==> src/rtl/two_one_serializer.sv <==
// Word-to-bit serializer feeding a 2:1 mux: registered hold word and select.
// Define TWO_ONE_SER_PARITY_EN to append an even-parity beat to every frame.
module two_one_serializer #(
    parameter int W     = 2,
    parameter int SEL_W = (W > 1) ? $clog2(W) : 1
) (
    input  logic             clk,
    input  logic             rst,
    input  logic             in_valid,
    output logic             in_ready,
    input  logic [W-1:0]     in_data,
    output logic             out_valid,
    input  logic             out_ready,
    output logic             out_bit,
    output logic [SEL_W-1:0] sel,
    output logic [W-1:0]     hold,
    output logic             out_last
);

    localparam logic [1:0] ST_IDLE   = 2'd0;
    localparam logic [1:0] ST_SHIFT  = 2'd1;
`ifdef TWO_ONE_SER_PARITY_EN
    localparam logic [1:0] ST_PARITY = 2'd2;
`endif
    localparam logic [SEL_W-1:0] SEL_MAX = SEL_W'(W - 1);

    logic [1:0]       state_q, state_d;
    logic [SEL_W-1:0] sel_q, sel_d;
    logic [W-1:0]     hold_q, hold_d;
    logic             beat;
    logic             accept;

    assign out_valid = (state_q != ST_IDLE);
    assign sel       = sel_q;
    assign hold      = hold_q;

    always_comb begin
        out_bit  = 1'b0;
        out_last = 1'b0;
        if (state_q == ST_SHIFT) begin
            out_bit = hold_q[sel_q];
`ifndef TWO_ONE_SER_PARITY_EN
            out_last = (sel_q == SEL_MAX);
`endif
        end
`ifdef TWO_ONE_SER_PARITY_EN
        if (state_q == ST_PARITY) begin
            out_bit  = ^hold_q;
            out_last = 1'b1;
        end
`endif
    end

    // A new word may load in the same cycle the final beat leaves.
    assign in_ready = (state_q == ST_IDLE) || (out_valid && out_ready && out_last);
    assign beat     = out_valid && out_ready;
    assign accept   = in_valid && in_ready;

    always_comb begin
        state_d = state_q;
        sel_d   = sel_q;
        hold_d  = hold_q;
        if (accept) begin
            hold_d  = in_data;
            sel_d   = '0;
            state_d = ST_SHIFT;
        end else if (beat) begin
            if (out_last) begin
                state_d = ST_IDLE;
                sel_d   = '0;
            end
`ifdef TWO_ONE_SER_PARITY_EN
            else if (state_q == ST_SHIFT && sel_q == SEL_MAX) begin
                state_d = ST_PARITY;
            end
`endif
            else begin
                sel_d = sel_q + SEL_W'(1);
            end
        end
    end

    always_ff @(posedge clk) begin
        if (rst) begin
            state_q <= ST_IDLE;
            sel_q   <= '0;
            hold_q  <= '0;
        end else begin
            state_q <= state_d;
            sel_q   <= sel_d;
            hold_q  <= hold_d;
        end
    end

endmodule

==> config.mk <==
export PLATFORM = sky130hd
export DESIGN_NAME = two_one_serializer
export DESIGN_NICKNAME = d
export VERILOG_FILES = /design/src/rtl/two_one_serializer.sv
export SDC_FILE = /design/constraint.sdc
export NUM_CORES = 1
export LEC_CHECK = 0
export ABC_AREA = 1
export CAP_MARGIN = 0
export CORE_AREA = 8 8 45 47
export DETAILED_ROUTE_END_ITERATION = 7
export DIE_AREA = 0 0 53 55
export PLACE_DENSITY = 0.36
export SLEW_MARGIN = 40
export SYNTH_ARGS = -nofsm -noshare
export SYNTH_HDL_FRONTEND = slang
export SYNTH_SLANG_ARGS = --single-unit
==> constraint.sdc <==
create_clock -name clk -period 1.6 [get_ports clk]
set_clock_uncertainty 0.1 [all_clocks]
set_input_delay 0.32 -clock clk [delete_from_list [all_inputs] [get_ports clk]]
set_output_delay 0.32 -clock clk [all_outputs]
set_load 0.01 [all_outputs]
==> metrics.txt <==
# TYPE chip_impl_metric gauge
chip_impl_metric{name="finalNetCount",unit=""} 54
chip_impl_metric{name="critical_path_peak_fanout",unit=""} 2
chip_impl_info{name="crit_path_top_delay_cell",value="sky130_fd_sc_hd__clkdlybuf4s50_1"} 1
chip_impl_metric{name="overflow",unit=""} 0
chip_impl_metric{name="irDropWorstVdd",unit="mV"} 0.161
chip_impl_metric{name="fillers",unit=""} 152
chip_impl_metric{name="multiInputGateArea",unit="µm²"} 91.3
chip_impl_metric{name="length_of_the_first_detailed_routing_pass_in_iterations",unit=""} 3
chip_impl_metric{name="setup_buffers_after_cts",unit=""} 0
chip_impl_metric{name="detailed_place_hpwl",unit="µm"} 479
chip_impl_info{name="cp-start-kind",value="input port"} 1
chip_impl_metric{name="synth_area",unit="µm²"} 194
chip_impl_metric{name="proportion_of_layout_cells_with_a_drive_suffix_above_1",unit="%"} 19.6
chip_impl_metric{name="number_of_flip_flops_and_latches_in_the_synthesized_netlist",unit=""} 4
chip_impl_metric{name="worst_skew_pair.late_latency",unit="ns"} 0.23
chip_impl_metric{name="synthesis.nets",unit=""} 35
chip_impl_metric{name="floorplan.die_area",unit="µm²"} 2920
chip_impl_info{name="worst_hold_path_type",value="reg -> reg"} 1
chip_impl_metric{name="grt_max_degree",unit=""} 7
chip_impl_metric{name="remaining_max_slew_budget_at_the_tightest_pin",unit="%"} 86.6
chip_impl_metric{name="gr-usage-all-layers",unit="%"} 4.43
chip_impl_metric{name="worst-slew-pin-transition",unit="ns"} 0.201
chip_impl_metric{name="rows",unit=""} 14
chip_impl_metric{name="port_buffers",unit=""} 12
chip_impl_info{name="mostFrequentLayoutCells",value="7 x sky130_fd_sc_hd__clkdlybuf4s50_1, 6 x sky130_fd_sc_hd__inv_1, 5 x sky130_fd_sc_hd__nand2_1, 4 x sky130_fd_sc_hd__nor2_1, 4 x sky130_fd_sc_hd__a21oi_1"} 1
chip_impl_metric{name="register_to_register_path_setup_slack",unit="ns"} 0.53
chip_impl_info{name="crit_path_end_kind",value="output pin"} 1
chip_impl_metric{name="cts-root-to-sink-buffers",unit=""} 2
chip_impl_metric{name="antenna_found_initial",unit=""} 0
chip_impl_metric{name="cts_clock_pin_slew_for_the_worst_setup_and_hold_paths",unit="ns"} 0.04
chip_impl_metric{name="grt_pass1_wl",unit="µm"} 869
chip_impl_metric{name="remaining_drc_errors",unit=""} 0
chip_impl_metric{name="ys_types",unit=""} 9
chip_impl_metric{name="timing.critical_path.required",unit="ns"} 1.18
chip_impl_info{name="cell_breakdown_of_the_critical_path",value="clkdlybuf4s50_1 -> nand2_1 -> nand2_4 -> clkdlybuf4s15_2"} 1
chip_impl_metric{name="via_count_of_the_routed_design",unit=""} 218
chip_impl_info{name="status",value="completed"} 1
chip_impl_metric{name="core-area",unit="µm²"} 1380
chip_impl_metric{name="drtAntennaViolNets",unit=""} 0
chip_impl_info{name="cts_root_buffer",value="sky130_fd_sc_hd__clkbuf_4"} 1
chip_impl_metric{name="leakagePower",unit="µW"} 0.000212
chip_impl_metric{name="grt_pass1_vias",unit=""} 201
chip_impl_metric{name="htree_num_levels",unit=""} 1
chip_impl_info{name="netlist_top_cells_area",value="sky130_fd_sc_hd__dfxtp_1 41%, sky130_fd_sc_hd__inv_1 12%, sky130_fd_sc_hd__a21oi_1 10%, sky130_fd_sc_hd__nand2_1 9.7%, sky130_fd_sc_hd__nor2_1 7.7%"} 1
chip_impl_metric{name="number_of_drc_markers_in_iteration_0",unit=""} 2
chip_impl_metric{name="detail_route.wl_per_cell",unit="µm"} 9.55
chip_impl_metric{name="seq_area_frac_synth",unit="%"} 41.3
chip_impl_metric{name="cts-buffers-inserted",unit=""} 3
chip_impl_metric{name="pin_count",unit=""} 13
chip_impl_metric{name="layout.area.seq",unit="µm²"} 82.6
chip_impl_metric{name="arrival",unit="ns"} 1.16
chip_impl_metric{name="chipHeight",unit="µm"} 55
chip_impl_metric{name="area_growth",unit="%"} 94.8
chip_impl_metric{name="finish.cell_count_without_fillers",unit=""} 62
chip_impl_metric{name="fin_crit",unit="ns"} 1.58
chip_impl_metric{name="maxCapViolations",unit=""} 0
chip_impl_metric{name="final_min_period_over_clock_period",unit="%"} 98.6
chip_impl_metric{name="clock.fmax",unit="MHz"} 634
chip_impl_metric{name="syn_inst",unit=""} 29
chip_impl_info{name="rsz0062_at_grt",value="false"} 1
chip_impl_metric{name="numPlacedInstances",unit=""} 59
chip_impl_metric{name="starting_utilization_of_the_core_area",unit="%"} 14.0
chip_impl_metric{name="maxSlewViolCount",unit=""} 0
chip_impl_metric{name="avgViaCountPerCell",unit=""} 3.52
chip_impl_metric{name="post-synth-top-area-fraction",unit="%"} 41.3
chip_impl_metric{name="diodes",unit=""} 0
chip_impl_metric{name="power.density_cell_area",unit="nW/µm²"} 804
chip_impl_metric{name="syn_avg_cell_area",unit="µm²"} 6.69
chip_impl_info{name="layout_commonest_cell",value="sky130_fd_sc_hd__clkdlybuf4s50_1"} 1
chip_impl_metric{name="postCtsHoldBufs",unit=""} 0
chip_impl_metric{name="die-width",unit="µm"} 53
chip_impl_metric{name="gpl.final_weighted_congestion",unit=""} 0.744
chip_impl_metric{name="finalSetupViolations",unit=""} 0
chip_impl_metric{name="critical-path-max-stage-delay",unit="ns"} 0.47
chip_impl_info{name="yosys.area.top_type",value="sky130_fd_sc_hd__dfxtp_1"} 1
chip_impl_metric{name="finalHoldViolations",unit=""} 0
chip_impl_info{name="timing_worst_setup_path_type",value="in -> out"} 1
chip_impl_metric{name="final_util",unit="%"} 27.3
chip_impl_info{name="tritoncts_clock_tree",value="done"} 1
chip_impl_metric{name="routed_wl",unit="µm"} 592
chip_impl_metric{name="clock_sinks",unit=""} 4
chip_impl_metric{name="yosys_warnings",unit=""} 0
sequential cells by signal, summed over array words and instances (netlist names):
register / count
hold: 2
state_q: 1
sel: 1
timing repair:
action / CTS / global route
pin swaps: 0 / 0
resized for setup: 7 / 2
endpoints found under the setup margin: 5 / 2
power by group:
part / total [µW] / switching, µW / internal, µW
sequential: 114 / 5.97 / 108
combinational: 66.2 / 27.5 / 38.7
clock: 124 / 40.0 / 83.8
total: 304 / 73.4 / 230
Yosys cell counts, drive strengths merged:
master	instances
nand3	2
dfxtp	4
and2	1
nand2	6
nor2	4
inv	6
a21oi	4
o21ai	2
per-layer routing:
metal,up-vias,share of wire (%),GRT usage (%)
met5,-,0,0
met2,12,34,4.49
li1,124,-,-
met1,82,46,5.02
met4,0,0,5.17
met3,0,20,3.48
logic make-up (layout without fill, tap and decap cells):
family	after synthesis	in the layout	synth area share (%)
AO/OA/AOI/OAI	6	6	15.5
buffers and inverters	6	23	11.6
flip-flops	4	4	41.3
AND/OR/NAND/NOR	13	13	31.6
final cells by class:
type / instances / area share [%]
timing repair buffer: 14 / 36.8
multi-input combinational: 19 / 24.2
sequential: 4 / 21.9
clock buffer: 3 / 5.96
inverter: 6 / 5.96
tap: 16 / 5.30
per-stage QoR:
stage                     hold slack (ns)  area, µm²  TNS (ns)  setup slack, ns  total power, µW
final                               0.397        378         0           0.0221              304
after global routing                0.442        378         0         0.000663              324
after CTS                           0.411        373         0           0.0169              316
after detailed placement            0.399        349    -0.294           -0.294              185
after global placement              0.397        349    -0.303           -0.303              185
after floorplan                     0.289        194         0            0.425              140
critical path, delay by kind of cell:
kind	cells	cell delay (ns)
and+or+nand+nor	2	0.15
buffers and inverters	2	0.68
path summary, 6_finish.rpt:
check / startpoint / end / cells past startpoint
max reg2reg: state_q[0]$_SDFFE_PP0P_ / sel$_SDFFE_PP0P_ / 5
min: hold[1]$_SDFFE_PP0P_ / hold[1]$_SDFFE_PP0P_ / 2
max: out_ready / in_ready / 4
min reg2reg: hold[1]$_SDFFE_PP0P_ / hold[1]$_SDFFE_PP0P_ / 2
Power figures use the tool's default switching activity.
